[src/rtl/uart_tx_sched.sv]
// uart_tx_sched
// Two-requester frame scheduler in front of a shared UART byte transmitter.
// A granted requester's two BCD digits are captured, then sent as the frame
// ID ('A' or 'B'), the tens digit, the units digit, and an optional line
// feed. Out-of-range digits (10..15) are sent as '?'. When both requesters
// are waiting, the one not served last goes first.
//
// Ports
//   clk              system clock, rising edge
//   rst              asynchronous reset, active low
//   req_a, req_b     frame requests (level, held until the matching grant)
//   a_bcd1, a_bcd0   requester A tens / units digit
//   b_bcd1, b_bcd0   requester B tens / units digit
//   gnt_a, gnt_b     one-cycle pulse: that requester's digits were captured
//   busy             a frame is in progress (any state but IDLE)
//   tx_data          byte offered to the transmitter
//   tx_valid         tx_data is valid
//   tx_ready         transmitter takes tx_data at this edge
module uart_tx_sched #(
  parameter int LF_EN = 1
) (
  input  logic       clk,
  input  logic       rst,
  input  logic       req_a,
  input  logic [3:0] a_bcd1,
  input  logic [3:0] a_bcd0,
  input  logic       req_b,
  input  logic [3:0] b_bcd1,
  input  logic [3:0] b_bcd0,
  output logic       gnt_a,
  output logic       gnt_b,
  output logic       busy,
  output logic [7:0] tx_data,
  output logic       tx_valid,
  input  logic       tx_ready
);

  localparam logic [2:0] IDLE    = 3'd0;
  localparam logic [2:0] SEND_ID = 3'd1;
  localparam logic [2:0] SEND_HI = 3'd2;
  localparam logic [2:0] SEND_LO = 3'd3;
  localparam logic [2:0] SEND_LF = 3'd4;

  logic [2:0] state;
  logic [2:0] state_nxt;
  logic       last_b;   // last served requester: 1 = B, 0 = A
  logic       cap_b;    // requester of the frame in progress
  logic [3:0] cap_hi;
  logic [3:0] cap_lo;
  logic       win_a;
  logic       win_b;
  logic       xfer;

  function automatic logic [7:0] ascii_digit(input logic [3:0] d);
    if (d <= 4'd9) ascii_digit = 8'h30 + {4'h0, d};
    else           ascii_digit = 8'h3F;
  endfunction

  // A wins when alone, or on a tie when B was served last.
  assign win_a = req_a & (~req_b | last_b);
  assign win_b = req_b & ~win_a;

  // Valid comes from state alone, so an async reset drops it at once.
  assign tx_valid = (state != IDLE);
  assign busy     = (state != IDLE);
  assign xfer     = tx_valid & tx_ready;

  always_comb begin
    state_nxt = state;
    case (state)
      IDLE:    if (win_a | win_b) state_nxt = SEND_ID;
      SEND_ID: if (xfer) state_nxt = SEND_HI;
      SEND_HI: if (xfer) state_nxt = SEND_LO;
      SEND_LO: if (xfer) state_nxt = (LF_EN != 0) ? SEND_LF : IDLE;
      SEND_LF: if (xfer) state_nxt = IDLE;
      default: state_nxt = IDLE;
    endcase
  end

  // Captured digits only change in IDLE, so the offered byte is stable
  // for the whole time it waits on tx_ready.
  always_comb begin
    tx_data = 8'h00;
    case (state)
      SEND_ID: tx_data = cap_b ? 8'h42 : 8'h41;
      SEND_HI: tx_data = ascii_digit(cap_hi);
      SEND_LO: tx_data = ascii_digit(cap_lo);
      SEND_LF: tx_data = 8'h0A;
      default: tx_data = 8'h00;
    endcase
  end

  always_ff @(posedge clk or negedge rst) begin
    if (!rst) begin
      state  <= IDLE;
      last_b <= 1'b1;
      cap_b  <= 1'b0;
      cap_hi <= 4'h0;
      cap_lo <= 4'h0;
      gnt_a  <= 1'b0;
      gnt_b  <= 1'b0;
    end else begin
      state <= state_nxt;
      gnt_a <= (state == IDLE) & win_a;
      gnt_b <= (state == IDLE) & win_b;
      if ((state == IDLE) && (win_a || win_b)) begin
        last_b <= win_b;
        cap_b  <= win_b;
        cap_hi <= win_b ? b_bcd1 : a_bcd1;
        cap_lo <= win_b ? b_bcd0 : a_bcd0;
      end
    end
  end

endmodule

[config.mk]
export PLATFORM = sky130hd
export DESIGN_NAME = uart_tx_sched
export DESIGN_NICKNAME = d
export VERILOG_FILES = /design/src/rtl/uart_tx_sched.sv
export SDC_FILE = /design/constraint.sdc
export NUM_CORES = 1
export LEC_CHECK = 0
export BUFFER_PORTS_ARGS = -buffer_cell sky130_fd_sc_hd__buf_4
export CAP_MARGIN = 10
export CORE_MARGIN = 4
export CORE_UTILIZATION = 51
export DETAILED_ROUTE_END_ITERATION = 6
export PLACE_DENSITY = 0.82
export SETUP_SLACK_MARGIN = 0.2
export SLEW_MARGIN = 10
export SYNTH_ARGS = -nofsm -noshare
export SYNTH_HDL_FRONTEND = slang
export SYNTH_SLANG_ARGS = --single-unit
[constraint.sdc]
create_clock -name clk -period 3.2 [get_ports clk]
set_input_delay 0.32 -clock clk [delete_from_list [all_inputs] [get_ports clk]]
set_output_delay 0.32 -clock clk [all_outputs]
set_load 0.005 [all_outputs]
==> impl_results.md <==
* Slowest CP cell: dfrtp_1
* Largest net degree at the start of global routing at 16
* CTS tree: yes
* Vias per cell at 5.70
* Commonest non-fill, non-tap cells in the layout: 31 x buf_4, 15 x mux2_2, 14 x dfrtp_1, 6 x inv_1, 5 x nor2_1
* Crit start category: flop
* Logic pwr share at between 50% and 60%
* Post-Syn Area per Cell at 10.8 sq um
* PortBufs at 31
* Sequential share of power at just under 40%
* Hold Crit Depth at 2
* Final hold violation count at 0
* Yosys cell types at 31
* Hold Crit Class: input pin to flop
* Residual DRC at 0
* Die Y at 49.6 um
* WP data arrival at roughly 1600 ps
* N_diodes at 0
* Vias in the first global route at 762
* Fin. max-slew vios at 0
* DPL Wire Length at about 1500 um
* Vias at 730
* P_sw at between 0.3 and 0.4 mW
* Worst slew pin tran at 502 ps
* First-pass GRT wire length at 3370 um
* Static leakage at between 0.5 and 0.6 nW
* Final Setup Violations at 0
* Synth Net Count at approximately 100
* Width of the die at 49.6 um
* RR Startpoint: state[0]
* WS Path Type: flop to output port
* Fin crit period at 1930 ps
* Maximum VDD drop at 0.443 mV
* CTS resizes at 0
* R2r worst-path depth at 3
* Seq cells post-synth at 15
* Sum Neg Setup Slack at 0 ps
* Clock edge transition at the registers on the reported setup and hold paths at 80 ps
* Max clock buf depth at 2
* H-tree depth at 1
* First-pass iteration count of the detailed router at 4
* R2R Setup Slk at 1440 ps
* Status: finished, final reports clean
* Clock power share at 10.6%
* Tot GR Track Use at 18.0%
* Routed WL at slightly below 2000 um
* Critical Path RT at 2880 ps
* Power per Cell Area at 901 mW/mm^2
* Sw frac at a little under two fifths
* Max stage delay on crit path at between 500 and 600 ps
* Post-Place Setup Slack at between 1000 and 1500 ps
* CTS root buffer: clkbuf_4
* GPL Wtd Cong at 0.796
* Num rows at 14
* Most common cell after layout, fill and taps aside: buf_4
* Die area at approximately 0.0025 sq mm
* Crit-path max FO at 13
* Power Internal at 0.629 mW
* I/O pins at 33
* Layout cells sized above 1 at 47.3%
* P&R area growth vs syn at 27.1%
* Achievable clock frequency at 0.517 GHz
* RSZ-0062 raised after global routing: false
* Setup WS post-layout at between 1000 and 1500 ps
* Clk Latency, worst-skew pair at 280 ps
* Mapped Cells at 82
* Tot Pwr at 1.01 mW
* CTS buffer count at 3
* Synth Warn # at 0
* Rel. slew slack at about two thirds
* Sequential share of the synthesized area at 42.6%
* Detail Route Antenna Nets at 0
* DR iter-0 viols at 6
* Routed len/inst at 15.2 um
* Endpoint class of the critical path: output port
* Fin crit share at between 60% and 70%
* Cell Area, Synth at between 800 and 900 sq um
* Max-Cap Viols at 0
* Congestion Overflow GR at 0
* Worst Clk Skew at 2.44 ps
* Hold_sp: req_b
* Final net count at around 130
* Critical path cell sequence: inv_1 > nor3_1 > a22o_1 > buf_4
* Initial Utilization at between 50 and 60%
* FF-to-FF End: cap_lo[1]
* Core ar. at 0.00158 sq mm
* TritonCTS Sinks at 15
* Worst Hold Path EP: gnt_a
* Initial antenna violation count at 0
worst max-delay path: cells and delay by family, from the launching register on:
| family | cells | cell delay [ps] |
|---|---|---|
| AO/OA/AOI/OAI | 1 | 190 |
| AND/OR/NAND/NOR | 1 | 300 |
| buffers and inverters | 2 | 270 |
| flip-flops | 1 | 570 |
power by group through the flow:
stage	Sequential, mW	Clock (mW)	Combinational (mW)
finish	0.393	0.107	0.510
global route	0.411	0.119	0.563
CTS	0.392	0.111	0.522
detailed placement	0.396	0	0.518
global placement	0.391	0	0.500
floorplan	0.346	0	0.391
cells in the mapped netlist:
cell      number  area share (%)
dfstp_2        1             3.0
buf_6          2             2.5
a21oi_1        3             1.7
mux2i_1        1             1.1
a211oi_1       3             2.5
mux2_1         1             1.3
nand3_1        2             1.1
dfrtp_1       14              40
buf_4          3             2.5
conb_1         1            0.42
nor2_8         1             2.3
nor2_1         5             2.1
nand2b_1       3             2.1
nor3_1         2             1.1
o22ai_1        1            0.71
a21boi_2       1             1.3
xor2_1         1            0.99
o21ai_0        3             1.7
inv_1          6             2.5
a21o_1         1            0.85
a22o_1         1            0.99
or3_1          1            0.71
buf_2          1            0.57
mux2_2        15              19
a32oi_1        1            0.99
nand2_1        3             1.3
nor2b_1        1            0.71
a211o_1        1            0.99
or4b_2         1             1.1
o311ai_0       1            0.99
o31ai_1        1            0.85
worst max-delay path by stage:
stage	start	to	slack, ps	depth (start not counted)
floorplan	state[1]	cap_hi[0]	1600	5
global placement	state[0]	cap_hi[2]	1490	3
detailed placement	state[0]	cap_lo[1]	1470	3
CTS	state[0]	tx_data[0]	1250	4
global route	state[0]	tx_data[0]	1150	4
finish	state[0]	tx_data[0]	1270	4
through the flow:
step | hold slack (ps) | instances | area, sq um | utilization [%]
after floorplan | 24.4 | 82 | 883 | -
after global placement | 180 | 123 | 1090 | 68.9
after detailed placement | 187 | 123 | 1090 | 68.9
after CTS | 220 | 128 | 1120 | 71.2
after global routing | 238 | 128 | 1120 | 71.2
final | 228 | 128 | 1120 | 71.2
cell families (layout without fill, tap and decap cells):
kind of cell,after synthesis,in the layout,synth area share (%)
compound gates,17,17,13.6
xor+xnor,1,1,0.992
buf+inv,12,42,8.21
flops,15,15,42.6
mux,17,17,21.5
other cells,1,1,0.425
simple gates,19,19,12.6
metal layers:
layer,vias up,global-route usage [%],routed length (um)
li1,348,-,-
met1,355,18.8,743
met2,21,33.0,1030
met3,6,4.82,125
met4,0,8.29,37
met5,-,0,0
cell type report:
class                   instances  area [sq um]
multi-input cells              55           434
inverters                       6          22.5
repair buffers                 32           243
clock buffers                   4          26.3
fillers                       139           454
flip-flops and latches         15           377
well taps                      16          20.0
repair_timing:
item	4_1_cts	5_1_grt
hold endpoints to repair	14	0
hold buffers	1	0
setup buffers	0	0
flip-flops by register name, summed over array words and instances (netlist names):
register / flops
cap_lo: 4
state: 3
gnt_b: 1
cap_hi: 4
gnt_a: 1
cap_b: 1
last_b: 1
Power figures use the tool's default switching activity.
